<file path="config.mk">
export PLATFORM = sky130hd
export DESIGN_NAME = seq_divider_flat
export DESIGN_NICKNAME = d
export VERILOG_FILES = /design/src/rtl/seq_divider_if.sv /design/src/rtl/seq_divider.sv /design/src/flat_wrapper.sv
export SDC_FILE = /design/constraint.sdc
export NUM_CORES = 1
export LEC_CHECK = 0
export ABC_AREA = 1
export CAP_MARGIN = 5
export CELL_PAD_IN_SITES_DETAIL_PLACEMENT = 0
export CELL_PAD_IN_SITES_GLOBAL_PLACEMENT = 1
export CORE_MARGIN = 10
export CORE_UTILIZATION = 45
export CTS_BUF_LIST = sky130_fd_sc_hd__clkbuf_4 sky130_fd_sc_hd__clkbuf_8 sky130_fd_sc_hd__clkbuf_16
export DETAILED_ROUTE_END_ITERATION = 10
export DONT_BUFFER_PORTS = 1
export PLACE_DENSITY = 0.77
export SLEW_MARGIN = 20
export SYNTH_ARGS = -nofsm -noshare
export SYNTH_HDL_FRONTEND = slang
export SYNTH_SLANG_ARGS = --single-unit
</file>
<file path="constraint.sdc">
create_clock -name clk -period 1.5 [get_ports clk]
set_input_delay 0.45 -clock clk [delete_from_list [all_inputs] [get_ports clk]]
set_output_delay 0.45 -clock clk [all_outputs]
set_load 0.02 [all_outputs]
</file>
<file path="src/rtl/seq_divider_if.sv">
// rtl/seq_divider_if.sv - start/done handshake and operand/result bundle for seq_divider
interface seq_divider_if #(parameter int WIDTH = 4);
  logic             start;
  logic [WIDTH-1:0] A;
  logic [WIDTH-1:0] B;
  logic [WIDTH-1:0] Q;
  logic [WIDTH-1:0] R;
  logic             busy;
  logic             done;
  logic             dbz;

  modport master (output start, A, B, input Q, R, busy, done, dbz);
  modport slave  (input start, A, B, output Q, R, busy, done, dbz);
endinterface

</file>
<file path="src/rtl/seq_divider.sv">
// rtl/seq_divider.sv - multi-cycle restoring divider, one quotient bit per clock
// Optional two's-complement operation when DIVIDER_SIGNED_EN is defined.
module seq_divider #(
  parameter int WIDTH = 4
) (
  input  logic          clk,
  input  logic          rst_n,
  seq_divider_if.slave  dif
);

  localparam int CW = $clog2(WIDTH);

  typedef enum logic [1:0] {IDLE, RUN, FIN} state_t;

  state_t           state_q, state_d;
  logic [CW-1:0]    cnt_q, cnt_d;
  logic [WIDTH-1:0] rem_q, rem_d;
  logic [WIDTH-1:0] dvd_q, dvd_d;
  logic [WIDTH-1:0] div_q, div_d;
  logic [WIDTH-1:0] a_q, a_d;
  logic [WIDTH-1:0] q_q, q_d;
  logic [WIDTH-1:0] r_q, r_d;
  logic             zero_q, zero_d;
  logic             dbz_q, dbz_d;

  logic             accept;
  logic [WIDTH:0]   p_shift;
  logic             ge;
  logic [WIDTH-1:0] rem_next;
  logic [WIDTH-1:0] quo_next;
  logic [WIDTH-1:0] a_mag, b_mag;
  logic [WIDTH-1:0] q_fin, r_fin;

  // The partial remainder is always below the divisor, so WIDTH bits hold it;
  // only the shifted value needs the extra bit for the compare.
  assign p_shift  = {rem_q, dvd_q[WIDTH-1]};
  assign ge       = (p_shift >= {1'b0, div_q});
  assign rem_next = ge ? (p_shift[WIDTH-1:0] - div_q) : p_shift[WIDTH-1:0];
  assign quo_next = {dvd_q[WIDTH-2:0], ge};

`ifdef DIVIDER_SIGNED_EN
  logic qneg_q, qneg_d;
  logic rneg_q, rneg_d;

  assign a_mag = dif.A[WIDTH-1] ? -dif.A : dif.A;
  assign b_mag = dif.B[WIDTH-1] ? -dif.B : dif.B;
  assign q_fin = qneg_q ? -quo_next : quo_next;
  assign r_fin = rneg_q ? -rem_next : rem_next;
`else
  assign a_mag = dif.A;
  assign b_mag = dif.B;
  assign q_fin = quo_next;
  assign r_fin = rem_next;
`endif

  assign accept = dif.start && (state_q != RUN);

  always_comb begin
    state_d = state_q;
    cnt_d   = cnt_q;
    rem_d   = rem_q;
    dvd_d   = dvd_q;
    div_d   = div_q;
    a_d     = a_q;
    q_d     = q_q;
    r_d     = r_q;
    zero_d  = zero_q;
    dbz_d   = dbz_q;
`ifdef DIVIDER_SIGNED_EN
    qneg_d  = qneg_q;
    rneg_d  = rneg_q;
`endif
    case (state_q)
      IDLE, FIN: begin
        state_d = IDLE;
        if (accept) begin
          state_d = RUN;
          cnt_d   = '0;
          rem_d   = '0;
          dvd_d   = a_mag;
          div_d   = b_mag;
          a_d     = dif.A;
          zero_d  = (dif.B == '0);
          dbz_d   = 1'b0;
`ifdef DIVIDER_SIGNED_EN
          qneg_d  = dif.A[WIDTH-1] ^ dif.B[WIDTH-1];
          rneg_d  = dif.A[WIDTH-1];
`endif
        end
      end
      RUN: begin
        if (zero_q) begin
          state_d = FIN;
          q_d     = '1;
          r_d     = a_q;
          dbz_d   = 1'b1;
        end else begin
          rem_d = rem_next;
          dvd_d = quo_next;
          cnt_d = cnt_q + CW'(1);
          if (cnt_q == CW'(WIDTH - 1)) begin
            state_d = FIN;
            q_d     = q_fin;
            r_d     = r_fin;
          end
        end
      end
      default: state_d = IDLE;
    endcase
  end

  always_ff @(posedge clk) begin
    if (!rst_n) begin
      state_q <= IDLE;
      cnt_q   <= '0;
      rem_q   <= '0;
      dvd_q   <= '0;
      div_q   <= '0;
      a_q     <= '0;
      q_q     <= '0;
      r_q     <= '0;
      zero_q  <= 1'b0;
      dbz_q   <= 1'b0;
`ifdef DIVIDER_SIGNED_EN
      qneg_q  <= 1'b0;
      rneg_q  <= 1'b0;
`endif
    end else begin
      state_q <= state_d;
      cnt_q   <= cnt_d;
      rem_q   <= rem_d;
      dvd_q   <= dvd_d;
      div_q   <= div_d;
      a_q     <= a_d;
      q_q     <= q_d;
      r_q     <= r_d;
      zero_q  <= zero_d;
      dbz_q   <= dbz_d;
`ifdef DIVIDER_SIGNED_EN
      qneg_q  <= qneg_d;
      rneg_q  <= rneg_d;
`endif
    end
  end

  assign dif.Q    = q_q;
  assign dif.R    = r_q;
  assign dif.busy = (state_q == RUN);
  assign dif.done = (state_q == FIN);
  assign dif.dbz  = dbz_q;

endmodule
</file>
<file path="src/flat_wrapper.sv">
// flat-port wrapper written by rule: the top's interface ports become plain ports
module seq_divider_flat 
#(
  parameter int WIDTH = 4
)
  (clk, rst_n, dif_start, dif_A, dif_B, dif_Q, dif_R, dif_busy, dif_done, dif_dbz);
  seq_divider_if #(.WIDTH(WIDTH)) dif_i ();
  input  logic clk;
  input  logic rst_n;
  input wire logic [$bits(dif_i.start)-1:0] dif_start;
  input wire logic [$bits(dif_i.A)-1:0] dif_A;
  input wire logic [$bits(dif_i.B)-1:0] dif_B;
  output wire logic [$bits(dif_i.Q)-1:0] dif_Q;
  output wire logic [$bits(dif_i.R)-1:0] dif_R;
  output wire logic [$bits(dif_i.busy)-1:0] dif_busy;
  output wire logic [$bits(dif_i.done)-1:0] dif_done;
  output wire logic [$bits(dif_i.dbz)-1:0] dif_dbz;
  assign dif_i.start = dif_start;
  assign dif_i.A = dif_A;
  assign dif_i.B = dif_B;
  assign dif_Q = dif_i.Q;
  assign dif_R = dif_i.R;
  assign dif_busy = dif_i.busy;
  assign dif_done = dif_i.done;
  assign dif_dbz = dif_i.dbz;
  seq_divider #(.WIDTH(WIDTH)) u_core (.clk(clk), .rst_n(rst_n), .dif(dif_i));
endmodule
</file>
==> impl_results.md, run 1 <==
- Commonest cells after routing, fill and taps aside: 24 x dfxtp_1, 21 x nor2_1, 18 x a21oi_1, 18 x nand2_1, 17 x o21ai_0
- Synth Flop Type: dfxtp_1
- Gr usage total: 0.115
- Max Freq: between 0.6 and 0.7 GHz
- Simple-gate share of the synthesized area: 0.250
- Yosys Warn Count: 0
- H-tree levels: 2
- Avg Inst Size Synth: roughly 8 um^2
- CP Data Arrival Time: ~1.7 ns
- Post-synth ARST share: 0
- CTS Sinks: 30
- Mapped Nets: a little under 200
- Die Y: approximately 76 um
- Via density: 5.20
- Slew Limit Headroom: 0.787
- Final worst path period share: 0.989
- Post-Syn Instances: about 180
- Die width: about 76 um
- Synth cell types: 30
- # rows: 20
- Commonest non-fill, non-tap cell in the layout: dfxtp_1
- Outcome: completed
- Synthesized flop and latch total: 30
- Largest family of logic cells by synthesized area: simple AND/OR/NAND/NOR gates
- Via count: ~1300
- Yosys top cell by area: dfxtp_1
- Max cap viols: 0
- Post-Synth Adder-Cell Area: 0.0582
- Period minus WS final: 1.48 ns
- Vias in the first global route: 1130
- Port bufs: 0
- Final net count: ~210
- Full die area: between 0.005 and 0.006 mm^2
- Mux contribution to synthesized area: 0
- Critical path class: reg2reg
- PwrDens: about 1300 mW/mm^2
- CTS buffer count: 5
- Count of pins over their slew limit: 0
- Sequential element share of the synthesized area: 0.423
- First-pass GRT wire length: 5460 um
- Worst-Margin Slew: 0.317 ns
- CTS tree: yes
- Drt pass-1 iters: 4
- Filler Cell Count: about 290
- Worst hold path type: in2reg
- Initial Util: 0.469
- Number of synthesized flops with an enable pin: 0
- Fin Setup TNS: 0 ns
- Iter 0 DRT Violations: between 60 and 70
- Ant. Diodes: 0
- Total gr overflow: 0
- Clk Latency, worst-skew pair: approximately 0.32 ns
- Critical path fanouts, max: 2
- Share of cells above drive strength 1: 0.340
- Post-DR wirelength/cell: 13.4 um
- Io pins: 22
- P&R area growth vs syn: 21.3%
- Core footprint: about 0.0030 mm^2
- CTS hold repair buffers: 0
- P_leak: 0.726 nW
- Worst Path Required: 1.74 ns
- Synthesized area: roughly 0.0014 mm^2
- XOR/XNOR Fraction of Synth Area: 0.00617
- DPL Wire Length: between 2000 and 2500 um
- Clock transition at path regs: roughly 0.090 ns
- Hold Fails Final Rpt: 0
- GPL Wtd Cong: 0.866
- Clk buf depth: 2
- Drt total wl: 3230 um
- Startpoint types: flip-flop
- Clock Skew: approximately 0.0065 ns
- DRT antenna net count: 0
- Final instance area: about 0.0017 mm^2
- Max VDD drop: between 0.0005 and 0.0006 V
- # DRC: 0
- Pin count of the biggest net entering global routing: 22
- Area contributors post-synth: dfxtp_1 42%, a21oi_1 7.1%, o21ai_0 6.0%
- CP Capture Type: flip-flop
- Post-synthesis compound-gate area fraction: 0.181
- Placed cell area: 0.00150 mm^2
- Root buf cell: clkbuf_4
- Initial antenna violation count: 0
- Final setup fails: 0
- Top-area cell type share of the netlist area: 0.423
-- critical path, stage by stage (launching register included) --
cell     delay (ns)
dfxtp_2        0.34
inv_2          0.07
ha_4           0.12
inv_2          0.04
fa_2           0.52
inv_2          0.04
nand2_2        0.06
nand3_1        0.08
a21oi_1        0.14
-- cells in the mapped netlist (3+ instances only) --
cell type	n
o21ai_1	3
dfxtp_1	30
nor2_2	3
o21ai_0	17
nand2_1	22
nand2_4	3
ha_1	5
nor2_1	22
a21oi_1	20
nand3_1	13
nand2_2	4
a31oi_1	3
inv_1	16
-- final timing paths --
kind	startpoint	to	slack, ns	cells past startpoint
max reg2reg	u_core.dvd_q[3]	u_core.rem_q[1]	0.02	8
max	u_core.dvd_q[3]	u_core.rem_q[1]	0.02	8
min	rst_n	u_core.div_q[0]	0.25	2
min reg2reg	u_core.cnt_q[0]	u_core.cnt_q[0]	0.47	1
-- report_power, final --
| group | switching, mW | internal, mW | leakage (nW) | total, mW |
|---|---|---|---|---|
| Clock | 0.272 | 0.320 | 0.0446 | 0.592 |
| Combinational | 0.371 | 0.273 | 0.433 | 0.644 |
| Sequential | 0.0669 | 0.861 | 0.249 | 0.928 |
| Total | 0.710 | 1.45 | 0.726 | 2.16 |
-- flip-flops by register name, summed over array words and instances, names as in the netlist --
signal          count
u_core.dvd_q        4
u_core.dif.dbz      1
u_core.div_q        4
u_core.dif.R        4
u_core.zero_q       1
u_core.rem_q        4
u_core.state_q      2
u_core.cnt_q        2
u_core.dif.Q        4
u_core.a_q          4
-- logic make-up (layout without fill, tap and decap cells) --
kind of cell	after synthesis	count (layout)
AO/OA/AOI/OAI	47	47
adder cells (fa/ha/maj)	6	6
buffers and inverters	27	42
AND/OR/NAND/NOR	71	71
XOR/XNOR	1	1
flip-flops	30	30
-- through the flow --
stage                     hold WS (ns)  utilization  power (mW)  setup slack (ns)  std cells
after floorplan                  0.429            -        1.34             0.108        182
after global placement           0.446        0.494        1.45           -0.0674        228
after detailed placement         0.458        0.494        1.46           -0.0699        228
after CTS                        0.240        0.535        2.09           -0.0294        237
after global routing             0.212        0.568        2.32           -0.0480        241
final                            0.247        0.568        2.16            0.0160        241
-- per-layer routing --
metal	vias up	track usage	routed length [um]
li1	631	-	-
met1	579	0.136	1440
met2	35	0.170	1480
met3	8	0.0637	246
met4	0	0.0409	59
met5	-	0	0
-- what timing repair did --
action | 4_1_cts | 5_1_grt
gates cloned | 0 | 0
pin swaps | 6 | 10
buffers inserted | 1 | 4
resized for setup | 10 | 22
endpoints found under the setup margin | 6 | 10
-- layout make-up --
type / count / area [um^2] / share of cell area
clock buffer: 8 / 78.8 / 0.0458
inverter: 23 / 95.1 / 0.0553
multi-input combinational: 125 / 792 / 0.460
sequential: 30 / 613 / 0.356
tap: 44 / 55.1 / 0.0320
timing repair buffer: 11 / 86.3 / 0.0502
Power figures use the tool's default switching activity.
==> run 2, diff against run 1 <==
--- a/config.mk
+++ b/config.mk
@@ -6,7 +6,6 @@
 export NUM_CORES = 1
 export LEC_CHECK = 0
 export ABC_AREA = 1
-export CAP_MARGIN = 5
 export CELL_PAD_IN_SITES_DETAIL_PLACEMENT = 0
 export CELL_PAD_IN_SITES_GLOBAL_PLACEMENT = 1
 export CORE_MARGIN = 10
==> results of run 2 <==
No change in the layout: final DEF, timing and power equal those of run 1.
==> run 3, diff against run 2 <==
--- a/config.mk
+++ b/config.mk
@@ -11,6 +11,7 @@
 export CORE_MARGIN = 10
 export CORE_UTILIZATION = 45
 export CTS_BUF_LIST = sky130_fd_sc_hd__clkbuf_4 sky130_fd_sc_hd__clkbuf_8 sky130_fd_sc_hd__clkbuf_16
+export CTS_CLUSTER_SIZE = 12
 export DETAILED_ROUTE_END_ITERATION = 10
 export DONT_BUFFER_PORTS = 1
 export PLACE_DENSITY = 0.77
==> results of run 3 <==
No change in the layout: final DEF, timing and power equal those of run 1.
